$ cat src/rtl/icache_responder_pkg.sv
// Shared types and constants for the instruction cache responder.
// Optional feature macro used by the top: ICACHE_PERF_EN (hit/miss counters).
package icache_responder_pkg;

  localparam int ICACHE_SETS  = 16;
  localparam int ICACHE_IDX_W = $clog2(ICACHE_SETS);
  localparam int ICACHE_TAG_W = 30 - ICACHE_IDX_W;

  // Byte-address view of a fetch address for the default geometry.
  typedef struct packed {
    logic [ICACHE_TAG_W-1:0] tag;
    logic [ICACHE_IDX_W-1:0] idx;
    logic [1:0]              bytoff;
  } icachef_t;

  // One direct-mapped frame: a single instruction word.
  typedef struct packed {
    logic                    valid;
    logic [ICACHE_TAG_W-1:0] tag;
    logic [31:0]             data;
  } icache_frame_t;

  typedef enum logic {
    IDLE = 1'b0,
    FILL = 1'b1
  } icache_state_t;

endpackage

$ cat src/rtl/icache_responder_frame_array.sv
// Frame storage for the instruction cache: SETS frames, one combinational
// read port and one synchronous write port. Only the valid bits are reset;
// tag and data contents are don't-care until their frame is filled.
module icache_frame_array
  import icache_responder_pkg::*;
#(
  parameter int SETS  = ICACHE_SETS,
  parameter int IDX_W = $clog2(SETS),
  parameter int TAG_W = 30 - IDX_W
) (
  input  logic             CLK,
  input  logic             RST,
  input  logic [IDX_W-1:0] rd_idx,
  output logic             rd_valid,
  output logic [TAG_W-1:0] rd_tag,
  output logic [31:0]      rd_data,
  input  logic             wr_en,
  input  logic [IDX_W-1:0] wr_idx,
  input  logic [TAG_W-1:0] wr_tag,
  input  logic [31:0]      wr_data
);

  logic [SETS-1:0]  valid_q, valid_d;
  logic [TAG_W-1:0] tag_q  [SETS];
  logic [TAG_W-1:0] tag_d  [SETS];
  logic [31:0]      data_q [SETS];
  logic [31:0]      data_d [SETS];

  // Next frame contents: a write replaces the addressed frame outright.
  always_comb begin
    valid_d = valid_q;
    tag_d   = tag_q;
    data_d  = data_q;
    if (wr_en) begin
      valid_d[wr_idx] = 1'b1;
      tag_d[wr_idx]   = wr_tag;
      data_d[wr_idx]  = wr_data;
    end
  end

  // Valid bits clear asynchronously so a reset mid-fill leaves nothing stale.
  always_ff @(posedge CLK or posedge RST) begin
    if (RST) valid_q <= '0;
    else     valid_q <= valid_d;
  end

  // Tag/data storage, no reset needed behind the valid bits.
  always_ff @(posedge CLK) begin
    tag_q  <= tag_d;
    data_q <= data_d;
  end

  assign rd_valid = valid_q[rd_idx];
  assign rd_tag   = tag_q[rd_idx];
  assign rd_data  = data_q[rd_idx];

endmodule

$ cat src/rtl/icache_responder.sv
// Direct-mapped, one-word-block instruction cache responder.
// Hits answer combinationally; misses run an IDLE/FILL sequence on the
// iREN/iaddr/iwait/iload memory handshake.
// Macro ICACHE_PERF_EN: enables hit_count/miss_count, otherwise tied to 0.
module icache_responder
  import icache_responder_pkg::*;
#(
  parameter int SETS = ICACHE_SETS
) (
  input  logic        CLK,
  input  logic        RST,
  input  logic        imemREN,
  input  logic [31:0] imemaddr,
  input  logic        halt,
  output logic        ihit,
  output logic [31:0] imemload,
  output logic        iREN,
  output logic [31:0] iaddr,
  input  logic        iwait,
  input  logic [31:0] iload,
  output logic [31:0] hit_count,
  output logic [31:0] miss_count
);

  localparam int IDX_W = $clog2(SETS);
  localparam int TAG_W = 30 - IDX_W;

  icache_state_t state_q, state_d;
  logic [29:0]   miss_addr_q, miss_addr_d;

  logic [TAG_W-1:0] req_tag;
  logic [IDX_W-1:0] req_idx;
  logic             rd_valid;
  logic [TAG_W-1:0] rd_tag;
  logic [31:0]      rd_data;
  logic             tag_match;
  logic             wr_en;
  logic             unused_addr_bits;

  assign req_tag          = imemaddr[31:IDX_W+2];
  assign req_idx          = imemaddr[IDX_W+1:2];
  assign unused_addr_bits = ^imemaddr[1:0];

  icache_frame_array #(
    .SETS  (SETS),
    .IDX_W (IDX_W),
    .TAG_W (TAG_W)
  ) u_frames (
    .CLK      (CLK),
    .RST      (RST),
    .rd_idx   (req_idx),
    .rd_valid (rd_valid),
    .rd_tag   (rd_tag),
    .rd_data  (rd_data),
    .wr_en    (wr_en),
    .wr_idx   (miss_addr_q[IDX_W-1:0]),
    .wr_tag   (miss_addr_q[29:IDX_W]),
    .wr_data  (iload)
  );

  // Hit path: only answered from IDLE, and never while the datapath is halted.
  always_comb begin
    tag_match = rd_valid && (rd_tag == req_tag);
    ihit      = imemREN && !halt && (state_q == IDLE) && tag_match;
    imemload  = ihit ? rd_data : 32'h0;
  end

  // Next state, miss latch and memory-side outputs.
  always_comb begin
    state_d     = state_q;
    miss_addr_d = miss_addr_q;
    iREN        = 1'b0;
    iaddr       = 32'h0;
    wr_en       = 1'b0;
    case (state_q)
      IDLE: begin
        if (imemREN && !halt && !tag_match) begin
          miss_addr_d = imemaddr[31:2];
          state_d     = FILL;
        end
      end
      FILL: begin
        // The latched address is filled even if the fetch address moves on.
        iREN  = 1'b1;
        iaddr = {miss_addr_q, 2'b00};
        if (!iwait) begin
          wr_en   = 1'b1;
          state_d = IDLE;
        end
      end
      default: state_d = IDLE;
    endcase
  end

  // State and miss address registers.
  always_ff @(posedge CLK or posedge RST) begin
    if (RST) begin
      state_q     <= IDLE;
      miss_addr_q <= '0;
    end else begin
      state_q     <= state_d;
      miss_addr_q <= miss_addr_d;
    end
  end

`ifdef ICACHE_PERF_EN
  logic [31:0] hit_count_q, hit_count_d;
  logic [31:0] miss_count_q, miss_count_d;

  // Performance counters: one hit per ihit cycle, one miss per fill launch.
  always_comb begin
    hit_count_d  = hit_count_q + 32'(ihit);
    miss_count_d = miss_count_q + 32'((state_q == IDLE) && (state_d == FILL));
  end

  // Counter registers, wrapping naturally at 2^32.
  always_ff @(posedge CLK or posedge RST) begin
    if (RST) begin
      hit_count_q  <= '0;
      miss_count_q <= '0;
    end else begin
      hit_count_q  <= hit_count_d;
      miss_count_q <= miss_count_d;
    end
  end

  assign hit_count  = hit_count_q;
  assign miss_count = miss_count_q;
`else
  assign hit_count  = 32'h0;
  assign miss_count = 32'h0;
`endif

endmodule
$ cat config.mk
export PLATFORM = sky130hd
export DESIGN_NAME = icache_responder
export DESIGN_NICKNAME = d
export VERILOG_FILES = /design/src/rtl/icache_responder_pkg.sv /design/src/rtl/icache_responder_frame_array.sv /design/src/rtl/icache_responder.sv
export SDC_FILE = /design/constraint.sdc
export NUM_CORES = 1
export LEC_CHECK = 0
export CORE_ASPECT_RATIO = 0.75
export CORE_MARGIN = 5
export CORE_UTILIZATION = 60
export CTS_CLUSTER_SIZE = 14
export DETAILED_ROUTE_END_ITERATION = 10
export PLACE_DENSITY = 0.8
export SLEW_MARGIN = 20
export SYNTH_ARGS = -nofsm -noshare
export SYNTH_HDL_FRONTEND = slang
export SYNTH_SLANG_ARGS = --single-unit
$ cat constraint.sdc
create_clock -name CLK -period 7.54 [get_ports CLK]
set_clock_uncertainty 0.05 [all_clocks]
set_input_delay 0.754 -clock CLK [delete_from_list [all_inputs] [get_ports CLK]]
set_output_delay 0.754 -clock CLK [all_outputs]
set_load 0.01 [all_outputs]
==> results of run 1 <==
## layer usage
metal / vias up / part of all wire / global-route usage
met5: - / 0 / 0
met4: 0 / 0.029 / 0.0788
met3: 194 / 0.096 / 0.0523
met2: 1225 / 0.50 / 0.423
met1: 9927 / 0.37 / 0.359
li1: 7455 / - / -
## flip-flops by register name, indices dropped and copies added, names as in the netlist
| signal | cells |
|---|---|
| state_q | 1 |
| miss_addr_q | 30 |
| u_frames.valid_q | 16 |
| u_frames.data_q | 512 |
| u_frames.tag_q | 416 |
## cell families (layout without fill, tap and decap cells)
kind of cell,Yosys count,count (layout),synth area share
buffers and inverters,158,338,0.0259
other,1,71,0.0000970
AOI/OAI and AO/OA,50,50,0.00971
DFF,975,975,0.751
muxes,355,355,0.179
and+or+nand+nor,178,178,0.0265
xor gates and xnor gates,32,32,0.00725
## worst max-delay path: stages
cell	delay [ns]
buf_8	0.40
buf_4	0.45
mux4_1	0.64
mux2i_1	0.18
xnor2_1	0.10
o21ai_0	0.67
nand4bb_1	0.20
nor4_1	0.27
nand4b_1	0.14
buf_4	0.31
nor2b_1	0.25
clkdlybuf4s50_1	0.60
## cell usage in the layout, fill, tap and decap left out, drive strengths merged, types with 4 or more instances in the layout
| cell | instances |
|---|---|
| dfrtp | 47 |
| nand3 | 7 |
| xnor2 | 27 |
| nand2b | 9 |
| nor2 | 24 |
| edfxtp | 928 |
| and2 | 32 |
| mux2 | 36 |
| xor2 | 5 |
| a22oi | 7 |
| clkdlybuf4s50 | 126 |
| nor3 | 10 |
| conb | 66 |
| inv | 9 |
| a21oi | 12 |
| nor2b | 38 |
| buf | 47 |
| clkinv | 29 |
| mux2i | 62 |
| a21o | 4 |
| or2 | 17 |
| bufinv | 7 |
| diode | 5 |
| clkbuf | 119 |
| nand4 | 6 |
| a2bb2oi | 4 |
| nor4 | 5 |
| nand2 | 18 |
| mux4 | 257 |
## power by group
part | leakage [nW] | total [W] | switching [W] | internal [W]
clock network | 1.36 | 0.00438 | 0.00191 | 0.00247
registers | 8.92 | 0.00642 | 0.000197 | 0.00622
logic | 3.80 | 0.000818 | 0.000433 | 0.000384
total | 14.1 | 0.0116 | 0.00254 | 0.00908
## worst max path at each step
stage                start                         endpoint  slack (ns)
6_report       imemaddr[2]                     imemload[22]        1.63
3_3_place_gp   imemaddr[3]                      imemload[5]        1.91
2_1_floorplan        iwait  u_frames.valid_q[3]$_DFFE_PP0P_        1.95
5_1_grt        imemaddr[2]                     imemload[22]        1.29
3_5_place_dp   imemaddr[3]                     imemload[31]        1.82
4_1_cts        imemaddr[3]                     imemload[22]        1.70
## area by class of cell
cell class,count,share of cell area
Clock inverter,40,0.00876
Inverter,6,0.000574
Clock buffer,119,0.0551
Multi-Input combinational cell,681,0.206
Tap cell,861,0.0247
Sequential cell,975,0.667
Antenna cell,5,0.000287
Timing Repair Buffer,173,0.0379
## through the flow
step                utilization  worst slack, ns  area, um^2  hold slack [ns]
global placement          0.639             1.91       40800            0.395
global route              0.683             1.29       43600            0.430
CTS                       0.683             1.70       43500            0.424
finish                    0.683             1.63       43600            0.427
floorplan                     -             1.95       38900            0.384
detailed placement        0.639             1.82       40800            0.400
==> results.toml, run 1 <==
[run_status]
status = "finished clean"

[route]
firstDrtPassIters = 5
route.detailed.drc = 0
drtIter0Drc = 2338
vias = 18800
wl_um = 89700
vias_per_cell = 6.57
drt-wirelength-per-cell_um = 31.4
antenna_left = 0

[synth]
yosys.area.top_type_share = 0.721
syn_area_mm2 = 0.0387
yosysTopAreaCell = "edfxtp_1"
synthArstFlopShare = 0.0482
synth.distinct_cells = 59
ys_seq_area_frac = 0.751
synth-main-ff-cell = "edfxtp_1"
ys_ff_latch = 975
synth_most_common_cell = "edfxtp_1"
synth_area_leaders = "edfxtp_1 72%, mux4_2 15%, dfrtp_1 3.0%, mux2i_1 1.6%, buf_4 1.5%"
synth.yosys.warnings = 0
syn_avg_cell_area_um2 = 22.1
synthCells = 1749
synthTopCellsByCount = "928 x edfxtp_1, 253 x mux4_2, 79 x buf_4, 62 x mux2i_1, 47 x dfrtp_1"
synth_edf_count = 928

[placed_design]
io_buffers = 130
dp_cells = 2695
gp_congestion = 0.748
dp_hpwl_um = 43700

[floorplanning]
io_pins = 199
dieArea_mm2 = 0.0697
die_x_um = 303
start_util = 0.606
placement_rows = 80
die_y_um = 230
core_area_mm2 = 0.0638

[sta]
max_freq_ghz = 0.169
relSlewSlack = 0.218
rsz0062_at_grt = "no"
period_share = 0.783
finalCriticalPeriod_ns = 5.91
fin_setup_tns_ns = 0
slew_viol_final = 0
hold_violations = 0
setup_viol = 0
max_slew.worst_pin.slew_ns = 1.17

[clocking]
cts_tree = "built"
htree_levels = 3
post_cts_resized = 0
clockBufferDepth = 3
cts_setup_buffers = 0
cts_hold_buf = 0
clk_pin_slew_ns = 0.06
cts.sinks = 975
cts-buffers-inserted = 89
root_buffer = "clkbuf_16"
worstSkewPairLatency_ns = 0.64

[grt]
track_usage = 0.258
grt_max_degree = 73
grt_first_pass_wirelength_um = 130000
grt_pass1_vias = 19300
grt_overflow = 0
antenna_found_initial = 8

[final_layout]
multi_input_area_mm2 = 0.00898
stdcell_count = 2860
drive_above_1_share = 0.250
fillers = 3729
register_area_mm2 = 0.0290
final_nets = 1995
syn2layout_area_growth_pct = 12.7

[worst_setup_path]
r2r-start = "u_frames.tag_q[195]$_DFFE_PP_"
setup.worst_path.class = "input pin to primary output"
reg2reg_depth = 9
cp-start-kind = "input pin"
end_kind = "primary output"
worst-path-max-fanout = 46
cp.required_ns = 6.74
worst-r2r-setup-slack_ns = 3.87
reg2reg_to = "miss_addr_q[1]$_DFFE_PP0P_"
critical_path_arrival_ns = 5.10

[worst_hold_path]
holdPathStages = 1
min-delay-path-class = "register to register"
min_from = "u_frames.valid_q[11]$_DFFE_PP0P_"
holdPathEnd = "u_frames.valid_q[11]$_DFFE_PP0P_"

[pwr]
p_leak_nw = 14.1
powerDensity_mw_per_mm2 = 267
ir_worst_vdd_v = 0.000200
finalPower_w = 0.0116

[flow_run]
maxCapViolCount = 0
Power figures use the tool's default switching activity.
==> run 2, diff against run 1 <==
CORE_UTILIZATION = 54   (was 60)
PLACE_DENSITY = 0.76   (was 0.8)
clock period = 4.91 ns   (was 7.54 ns; I/O delays follow)
==> results.toml, run 2 (synthesis gave the netlist of run 1 again) <==
[run_status]
status = "finished clean"

[sta]
finalCriticalPeriod_ns = 4.72
setup_viol = 0
hold_violations = 0
max_slew.worst_pin.slew_ns = 0.952
fin_hold_ws_ns = 0.381
relSlewSlack = 0.365
period_share = 0.961
fin_setup_tns_ns = 0
rsz0062_at_grt = "no"
slew_viol_final = 0
max_freq_ghz = 0.212

[floorplanning]
start_util = 0.542
placement_rows = 85
die_y_um = 242
dieArea_mm2 = 0.0771
core_area_mm2 = 0.0714
io_pins = 199
die_x_um = 319

[clocking]
htree_levels = 3
cts-buffers-inserted = 93
worstSkewPairLatency_ns = 0.64
cts_hold_buf = 0
clockBufferDepth = 3
post_cts_resized = 0
cts.sinks = 975
cts_tree = "built"
root_buffer = "clkbuf_16"
cts_setup_buffers = 0
clk_pin_slew_ns = 0.06

[route]
vias_per_cell = 6.17
firstDrtPassIters = 5
vias = 18500
wl_um = 86500
route.detailed.drc = 0
drt-wirelength-per-cell_um = 28.9
drtIter0Drc = 2046
antenna_left = 0

[final_layout]
multi_input_area_mm2 = 0.00901
fillers = 4663
final_cell_mix = "928 x edfxtp_1, 253 x mux4_2, 126 x clkdlybuf4s50_1"
reg_top3 = "u_frames.data_q (512), u_frames.tag_q (416), miss_addr_q (30)"
syn2layout_area_growth_pct = 14.6
final_common_cell = "edfxtp_1"
final_area_mm2 = 0.0443
largest_reg_flops = 512
register_area_mm2 = 0.0290
final_nets = 2023
utilization = 0.621
drive_above_1_share = 0.263
largest_register = "u_frames.data_q"

[worst_setup_path]
reg2reg_to = "miss_addr_q[0]$_DFFE_PP0P_"
worst-r2r-setup-slack_ns = 1.56
critical_path_arrival_ns = 4.18
end_kind = "primary output"
path_cells = "buf_2 > inv_4 > buf_4 > mux2i_1 > mux2i_1 > xnor2_1 > nand4_1 > a211oi_2 > nand4b_1 > buf_12 > nor2b_1 > clkdlybuf4s50_1"
path_common_cell = "mux2i_1"
cp.required_ns = 4.37
setup.worst_path.class = "input pin to primary output"
cp_slowest_cell = "clkdlybuf4s50_1"
r2r-start = "u_frames.tag_q[265]$_DFFE_PP_"
cp-start-kind = "input pin"
worst-path-max-fanout = 33
cpPeakStageDelay_ns = 0.60
reg2reg_depth = 9

[grt]
grt_first_pass_wirelength_um = 126000
track_usage = 0.221
antenna_found_initial = 4
grt_overflow = 0
grt_pass1_vias = 18900
grt_max_degree = 62

[pwr]
ir_worst_vdd_v = 0.000282
powerDensity_mw_per_mm2 = 409
p_leak_nw = 14.4

[flow_run]
maxCapViolCount = 0

[worst_hold_path]
min-delay-path-class = "input pin to asynchronous set/reset pin"

[placed_design]
io_buffers = 130
dpl_cell_area_mm2 = 0.0413
gp_congestion = 0.800
dp_hpwl_um = 45900
[run 2: stage by stage]
step	setup WS, ns	power (W)	cells
2_1_floorplan	1.11	0.0107	1814
3_3_place_gp	0.259	0.0112	2815
3_5_place_dp	0.250	0.0113	2815
4_1_cts	0.212	0.0182	2988
5_1_grt	0.00857	0.0187	2991
6_report	0.190	0.0181	2993
[run 2: worst max-delay path, delay by kind of cell]
kind	cells	cell delay [ns]
buffers and inverters	5	2.12
AND/OR/NAND/NOR	3	0.61
AO/OA/AOI/OAI	1	0.44
multiplexers	2	0.32
XOR/XNOR	1	0.14
[run 2: cell type report]
class                           instances  share of cell area
Sequential cell                       975               0.655
Tap cell                              957              0.0270
Timing Repair Buffer                  197              0.0457
Clock buffer                          127              0.0577
Clock inverter                         46              0.0101
Antenna cell                            4            0.000226
Inverter                                6            0.000565
Multi-Input combinational cell        681               0.203
[run 2: worst max-delay path by stage]
stage / start / end / slack [ns] / depth (start not counted)
finish: imemaddr[5] / imemload[28] / 0.19 / 12
detailed placement: imemaddr[5] / imemload[28] / 0.25 / 12
global placement: imemaddr[2] / imemload[28] / 0.26 / 13
floorplan: state_q$_DFF_PP0_ / u_frames.data_q[0]$_DFFE_PP_ / 1.11 / 3
global route: imemaddr[3] / imemload[28] / 0.009 / 13
CTS: imemaddr[5] / imemload[28] / 0.21 / 12
[run 2: power by group]
group	switching, W	internal (W)	total, W
logic	0.000657	0.000616	0.00127
clock network	0.00294	0.00408	0.00701
registers	0.000299	0.00955	0.00985
total	0.00389	0.0142	0.0181
[run 2: routing by layer]
metal,vias to the layer above,track usage,share of wire
met3,148,0.0446,0.089
met4,2,0.0567,0.023
met1,9778,0.313,0.39
met2,1004,0.361,0.50
li1,7527,-,-
met5,-,0,0.00015
==> run 3, diff against run 2 <==
GPL_ROUTABILITY_DRIVEN = 0   (was default)
==> results of run 3 <==
Same layout as run 2: the final DEF is identical, and so are final timing and power.
